File: src/rtl/pipe_pkg.sv
// Shared pipeline types for the hazard controller:
// forwarding select codes, shadow stage entry and the PC register id.
package pipe_pkg;

    typedef enum logic [1:0] {
        FWD_RF  = 2'b00,
        FWD_EX  = 2'b01,
        FWD_MEM = 2'b10,
        FWD_WB  = 2'b11
    } fwd_sel_t;

    typedef struct packed {
        logic       valid;
        logic       rf_e;
        logic       load;
        logic [3:0] dest;
    } stage_ent_t;

    localparam logic [3:0] REG_PC = 4'd15;

    function automatic logic ent_hit(
        stage_ent_t e,
        logic       used,
        logic [3:0] src
    );
        return used & e.valid & e.rf_e &
               (e.dest == src) & (src != REG_PC);
    endfunction

endpackage

File: src/rtl/hazard_controller_if.sv
// ID-side hazard bundle: decoded source/dest fields in,
// forwarding selects, stall/flush controls and counters out.
interface hazard_controller_if #(
    parameter int CNT_W = 16
);
    logic [3:0]       id_ra;
    logic [3:0]       id_rb;
    logic [3:0]       id_rd;
    logic             id_use_ra;
    logic             id_use_rb;
    logic             id_use_rd;
    logic             id_rf_e;
    logic             id_load;
    logic             branch_taken;
    logic [1:0]       sel_pa;
    logic [1:0]       sel_pb;
    logic [1:0]       sel_pd;
    logic             pc_le;
    logic             ifid_le;
    logic             nop_ex;
    logic             ifid_flush;
    logic [CNT_W-1:0] stall_cnt;
    logic [CNT_W-1:0] flush_cnt;

    modport master (
        output id_ra, id_rb, id_rd,
        output id_use_ra, id_use_rb, id_use_rd,
        output id_rf_e, id_load, branch_taken,
        input  sel_pa, sel_pb, sel_pd,
        input  pc_le, ifid_le, nop_ex, ifid_flush,
        input  stall_cnt, flush_cnt
    );

    modport slave (
        input  id_ra, id_rb, id_rd,
        input  id_use_ra, id_use_rb, id_use_rd,
        input  id_rf_e, id_load, branch_taken,
        output sel_pa, sel_pb, sel_pd,
        output pc_le, ifid_le, nop_ex, ifid_flush,
        output stall_cnt, flush_cnt
    );

endinterface

File: src/rtl/hazard_stage_tracker.sv
// Three-deep shadow of EX/MEM/WB destination info;
// a stall drops a bubble into EX while older entries advance.
module hazard_stage_tracker
    import pipe_pkg::*;
(
    input  logic       clk,
    input  logic       reset,
    input  logic       stall,
    input  stage_ent_t id_ent,
    output stage_ent_t ex_ent,
    output stage_ent_t mem_ent,
    output stage_ent_t wb_ent
);

    stage_ent_t ex_q, ex_d;
    stage_ent_t mem_q, mem_d;
    stage_ent_t wb_q, wb_d;

    always_comb begin
        ex_d  = stall ? '0 : id_ent;
        mem_d = ex_q;
        wb_d  = mem_q;
    end

    always_ff @(posedge clk or negedge reset) begin
        if (!reset) begin
            ex_q  <= '0;
            mem_q <= '0;
            wb_q  <= '0;
        end else begin
            ex_q  <= ex_d;
            mem_q <= mem_d;
            wb_q  <= wb_d;
        end
    end

    assign ex_ent  = ex_q;
    assign mem_ent = mem_q;
    assign wb_ent  = wb_q;

endmodule

File: src/rtl/hazard_controller.sv
// Forwarding select, load-use stall and branch flush generation
// from the shadow pipeline, plus saturating bring-up counters.
module hazard_controller
    import pipe_pkg::*;
#(
    parameter int CNT_W = 16
) (
    input  logic                clk,
    input  logic                reset,
    hazard_controller_if.slave  hz
);

    stage_ent_t id_ent;
    stage_ent_t ex_e;
    stage_ent_t mem_e;
    stage_ent_t wb_e;
    logic       stall;
    logic       flush;
    fwd_sel_t   sel_pa;
    fwd_sel_t   sel_pb;
    fwd_sel_t   sel_pd;
    logic       unused_load;

    logic [CNT_W-1:0] stall_cnt_q, stall_cnt_d;
    logic [CNT_W-1:0] flush_cnt_q, flush_cnt_d;

    assign id_ent = '{
        valid: 1'b1,
        rf_e:  hz.id_rf_e,
        load:  hz.id_load,
        dest:  hz.id_rd
    };

    hazard_stage_tracker u_trk (
        .clk     (clk),
        .reset   (reset),
        .stall   (stall),
        .id_ent  (id_ent),
        .ex_ent  (ex_e),
        .mem_ent (mem_e),
        .wb_ent  (wb_e)
    );

    // Older stages only carry the load flag for the trip down the pipe.
    assign unused_load = mem_e.load ^ wb_e.load;

    function automatic fwd_sel_t pick(
        logic       used,
        logic [3:0] src,
        stage_ent_t ex,
        stage_ent_t mem,
        stage_ent_t wb
    );
        if (ent_hit(ex, used, src))
            return FWD_EX;
        else if (ent_hit(mem, used, src))
            return FWD_MEM;
        else if (ent_hit(wb, used, src))
            return FWD_WB;
        return FWD_RF;
    endfunction

    always_comb begin
        stall = ex_e.load & (
            ent_hit(ex_e, hz.id_use_ra, hz.id_ra) |
            ent_hit(ex_e, hz.id_use_rb, hz.id_rb) |
            ent_hit(ex_e, hz.id_use_rd, hz.id_rd));
        flush  = hz.branch_taken & ~stall;
        sel_pa = FWD_RF;
        sel_pb = FWD_RF;
        sel_pd = FWD_RF;
        if (!stall) begin
            sel_pa = pick(hz.id_use_ra, hz.id_ra,
                          ex_e, mem_e, wb_e);
            sel_pb = pick(hz.id_use_rb, hz.id_rb,
                          ex_e, mem_e, wb_e);
            sel_pd = pick(hz.id_use_rd, hz.id_rd,
                          ex_e, mem_e, wb_e);
        end
    end

    always_comb begin
        stall_cnt_d = stall_cnt_q;
        flush_cnt_d = flush_cnt_q;
        if (stall && stall_cnt_q != {CNT_W{1'b1}})
            stall_cnt_d = stall_cnt_q + 1'b1;
        if (flush && flush_cnt_q != {CNT_W{1'b1}})
            flush_cnt_d = flush_cnt_q + 1'b1;
    end

    always_ff @(posedge clk or negedge reset) begin
        if (!reset) begin
            stall_cnt_q <= '0;
            flush_cnt_q <= '0;
        end else begin
            stall_cnt_q <= stall_cnt_d;
            flush_cnt_q <= flush_cnt_d;
        end
    end

    assign hz.sel_pa     = sel_pa;
    assign hz.sel_pb     = sel_pb;
    assign hz.sel_pd     = sel_pd;
    assign hz.pc_le      = ~stall;
    assign hz.ifid_le    = ~stall;
    assign hz.nop_ex     = stall;
    assign hz.ifid_flush = flush;
    assign hz.stall_cnt  = stall_cnt_q;
    assign hz.flush_cnt  = flush_cnt_q;

endmodule

File: src/flat_wrapper.sv
// flat-port wrapper written by rule: the top's interface ports become plain ports
module hazard_controller_flat import pipe_pkg::*;
#(
    parameter int CNT_W = 16
)
  (clk, reset, hz_id_ra, hz_id_rb, hz_id_rd, hz_id_use_ra, hz_id_use_rb, hz_id_use_rd, hz_id_rf_e, hz_id_load, hz_branch_taken, hz_sel_pa, hz_sel_pb, hz_sel_pd, hz_pc_le, hz_ifid_le, hz_nop_ex, hz_ifid_flush, hz_stall_cnt, hz_flush_cnt);
  hazard_controller_if #(.CNT_W(CNT_W)) hz_i ();
  input  logic clk;
  input  logic reset;
  input wire logic [$bits(hz_i.id_ra)-1:0] hz_id_ra;
  input wire logic [$bits(hz_i.id_rb)-1:0] hz_id_rb;
  input wire logic [$bits(hz_i.id_rd)-1:0] hz_id_rd;
  input wire logic [$bits(hz_i.id_use_ra)-1:0] hz_id_use_ra;
  input wire logic [$bits(hz_i.id_use_rb)-1:0] hz_id_use_rb;
  input wire logic [$bits(hz_i.id_use_rd)-1:0] hz_id_use_rd;
  input wire logic [$bits(hz_i.id_rf_e)-1:0] hz_id_rf_e;
  input wire logic [$bits(hz_i.id_load)-1:0] hz_id_load;
  input wire logic [$bits(hz_i.branch_taken)-1:0] hz_branch_taken;
  output wire logic [$bits(hz_i.sel_pa)-1:0] hz_sel_pa;
  output wire logic [$bits(hz_i.sel_pb)-1:0] hz_sel_pb;
  output wire logic [$bits(hz_i.sel_pd)-1:0] hz_sel_pd;
  output wire logic [$bits(hz_i.pc_le)-1:0] hz_pc_le;
  output wire logic [$bits(hz_i.ifid_le)-1:0] hz_ifid_le;
  output wire logic [$bits(hz_i.nop_ex)-1:0] hz_nop_ex;
  output wire logic [$bits(hz_i.ifid_flush)-1:0] hz_ifid_flush;
  output wire logic [$bits(hz_i.stall_cnt)-1:0] hz_stall_cnt;
  output wire logic [$bits(hz_i.flush_cnt)-1:0] hz_flush_cnt;
  assign hz_i.id_ra = hz_id_ra;
  assign hz_i.id_rb = hz_id_rb;
  assign hz_i.id_rd = hz_id_rd;
  assign hz_i.id_use_ra = hz_id_use_ra;
  assign hz_i.id_use_rb = hz_id_use_rb;
  assign hz_i.id_use_rd = hz_id_use_rd;
  assign hz_i.id_rf_e = hz_id_rf_e;
  assign hz_i.id_load = hz_id_load;
  assign hz_i.branch_taken = hz_branch_taken;
  assign hz_sel_pa = hz_i.sel_pa;
  assign hz_sel_pb = hz_i.sel_pb;
  assign hz_sel_pd = hz_i.sel_pd;
  assign hz_pc_le = hz_i.pc_le;
  assign hz_ifid_le = hz_i.ifid_le;
  assign hz_nop_ex = hz_i.nop_ex;
  assign hz_ifid_flush = hz_i.ifid_flush;
  assign hz_stall_cnt = hz_i.stall_cnt;
  assign hz_flush_cnt = hz_i.flush_cnt;
  hazard_controller #(.CNT_W(CNT_W)) u_core (.clk(clk), .reset(reset), .hz(hz_i));
endmodule
File: config.mk
export PLATFORM = sky130hd
export DESIGN_NAME = hazard_controller_flat
export DESIGN_NICKNAME = d
export VERILOG_FILES = /design/src/rtl/pipe_pkg.sv /design/src/rtl/hazard_controller_if.sv /design/src/rtl/hazard_stage_tracker.sv /design/src/rtl/hazard_controller.sv /design/src/flat_wrapper.sv
export SDC_FILE = /design/constraint.sdc
export NUM_CORES = 1
export LEC_CHECK = 0
export ABC_CLOCK_PERIOD_IN_PS = 4600
export CAP_MARGIN = 25
export CORE_MARGIN = 5
export CORE_UTILIZATION = 54
export DETAILED_ROUTE_END_ITERATION = 6
export GPL_ROUTABILITY_DRIVEN = 1
export PLACE_DENSITY = 0.85
export SYNTH_ARGS = -nofsm -noshare
export SYNTH_HDL_FRONTEND = slang
export SYNTH_SLANG_ARGS = --single-unit
File: constraint.sdc
create_clock -name clk -period 4.6 [get_ports clk]
set_input_delay 0.92 -clock clk [delete_from_list [all_inputs] [get_ports clk]]
set_output_delay 0.92 -clock clk [all_outputs]
set_load 0.05 [all_outputs]
==> flow_summary.yaml <==
clock_tree:
  cts_resized: 0
  cts_inserted_buffers: 5
  h-tree-depth: 2
  postCtsSetupRepairBufs: 0
  insertion_delay_ps: 300
  cts_tree: "done"
  clockBufferDepth: 2
  root_buffer: "clkbuf_8"
  cts_sinks: 51
  clk_pin_slew_ps: 100
  holdBufCountCts: 0
cells_and_area:
  syn_to_final_growth_pct: 33.1
  ff_latch_area_mm2: 0.00128
  fin_util: 0.743
  layout_common_cells: "51 x dfrtp_1, 50 x clkdlybuf4s50_1, 43 x xnor2_1"
  drive_gt1_frac: 0.113
  fillers: 352
  final_common_cell: "dfrtp_1"
  diodes: 0
  multi_input_area_mm2: 0.00131
  nets: 341
run_status:
  outcome: "finished, final reports clean"
worst_setup_path:
  path_delay_family: "buffers and inverters"
  rr_worst_depth: 8
  cp_num_cells: 9
  critPathMaxFanout: 13
  cp_slowest_cell: "clkdlybuf4s50_1"
  criticalPathCategory: "in2out"
  path_buf_inv: 4
  crit_chain: "clkdlybuf4s50_1 -> nand4_1 -> nand2_1 -> nor4_2 -> buf_4 -> o31ai_2 -> inv_2 -> nor3b_1 -> buf_12"
  start_kind: "input port"
  arrival_ps: 3100
  reg2reg_slack_ps: 2160
  crit_path_max_incr_delay_ps: 580
  cp_data_required_time_ps: 3680
  setup.worst_path.end_class: "output port"
floorplanning:
  start_util: 0.558
  dieHeight_um: 80.1
  row_count: 25
  ioPinCount: 62
  dieWidth_um: 80.1
  core_area_mm2: 0.00475
  die_area_mm2: 0.00642
logic_synthesis:
  yosysSeqAreaShare: 0.481
  yosys.cell_types.count: 31
  synth.largest_area_cell: "dfrtp_1"
  async_flop_share: 1.00
  synth-seq-cells: 51
  synth_top_area_share: 0.481
  synth_edf_count: 0
  netlist_instances: 253
  synthFlopType: "dfrtp_1"
  synth-warning-count: 0
  syn_area_mm2: 0.00266
  synth_area_leaders: "dfrtp_1 48%, xnor2_1 14%, xor2_1 7.3%"
  synth_nets: 275
  avgSynthCellArea_um2: 10.5
timing:
  hold_viol_final: 0
  post-route-period-util: 0.874
  tns_ps: 0
  rsz0062_at_grt: "no"
  relSlewSlack: 0.631
  tightest_slew_ps: 549
  skew_ps: 8.58
  fmaxAchievable_mhz: 249
  fin_crit_ps: 4020
  report.final.slew_viol_count: 0
  finalSetupViolCount: 0
routing:
  remaining_drc_errors: 0
  vias_per_cell: 5.36
  routed_wl_mm: 5.97
  routedWlPerCell_um: 15.4
  ant_nets: 0
  drtIter0Drc: 86
  num_vias: 2076
  first_pass_iters: 4
grt:
  track_usage: 0.204
  grt_max_degree: 40
  grt-ovfl-total: 0
  antenna_found_initial: 0
  grt_first_pass_wirelength_mm: 10.2
  grt_pass1_vias: 2191
placement:
  gp_congestion: 0.887
  dp_hpwl_mm: 4.62
  port_buffers: 61
power:
  p_leak_nw: 1.47
  power.density_mw_per_mm2: 343
  peakVddDrop_uv: 431
min_path:
  min_path_type: "reg2reg"
  whs_path_depth: 0
job:
  drv_cap: 0
layout make-up:
cell class	count	share of cell area
clock buffers	5	0.0195
well taps	67	0.0237
clock inverters	3	0.00779
flip-flops and latches	51	0.361
multi-input cells	189	0.371
repair buffers	66	0.210
inverters	6	0.00637
layer usage:
metal | vias to the layer above | wire length (um) | GRT usage
met3 | 4 | 225 | 0.0348
met5 | - | 0 | 0
met4 | 0 | 45 | 0.0591
met2 | 52 | 3110 | 0.350
met1 | 1011 | 2600 | 0.264
li1 | 1009 | - | -
worst register-to-register path: cells and delay by family, from the launching register on:
kind                      cells  cell delay [ps]
AOI/OAI and AO/OA             1              140
buffers and inverters         2              400
muxes                         1              340
xor gates and xnor gates      1              220
DFF                           1              480
and+or+nand+nor               3              750
Yosys cell counts, types with 4 or more instances:
| library cell | n |
|---|---|
| nand3_1 | 20 |
| xnor2_1 | 43 |
| a21oi_1 | 4 |
| nand2_1 | 16 |
| nor2_1 | 16 |
| nand4_1 | 18 |
| dfrtp_1 | 51 |
| xor2_1 | 22 |
| and3_1 | 5 |
| nor3_2 | 4 |
| nor3_1 | 7 |
| nor4_1 | 5 |
| inv_1 | 5 |
| and2_1 | 8 |
metrics by stage:
stage / worst slack, ps / instances / cell area [um^2] / power, mW / hold WS (ps)
final: 579 / 387 / 3530 / 1.21 / 372
after global routing: 382 / 387 / 3530 / 1.28 / 398
after CTS: 555 / 387 / 3530 / 1.22 / 384
after detailed placement: 571 / 379 / 3440 / 0.958 / 363
after global placement: 698 / 378 / 3420 / 0.951 / 358
after floorplan: 686 / 253 / 2660 / 0.804 / 354
report_power, final:
part	total, mW	switching (mW)	internal (mW)
Clock	0.264	0.153	0.112
Sequential	0.559	0.0639	0.495
Combinational	0.390	0.235	0.155
Total	1.21	0.452	0.762
worst paths after layout:
check,from,end
worst max-delay path,hz_id_rb[1],hz_sel_pd[1]
worst min-delay path,u_core.u_trk.mem_ent[5],u_core.u_trk.wb_ent[5]
worst max register to register,u_core.u_trk.ex_ent[1],u_core.hz.flush_cnt[1]
worst min register to register,u_core.u_trk.mem_ent[5],u_core.u_trk.wb_ent[5]
max in group asynchronous,reset,u_core.hz.stall_cnt[3]
min in group asynchronous,reset,u_core.hz.flush_cnt[15]
flip-flops by register name, indices dropped and copies added, names as in the netlist:
register / flops
u_core.hz.flush_cnt: 16
u_core.u_trk.mem_ent: 6
u_core.u_trk.ex_ent: 7
u_core.hz.stall_cnt: 16
u_core.u_trk.wb_ent: 6
cells by family (layout without fill, tap and decap cells):
family	Yosys count	in the layout	share of synthesized area
buffers and inverters	13	80	0.0250
and+or+nand+nor	113	113	0.240
AOI/OAI and AO/OA	7	7	0.0222
adders and majority gates	2	2	0.00942
muxes	2	2	0.00848
DFF	51	51	0.481
xor gates and xnor gates	65	65	0.214
(Power assumes the default switching activity.)
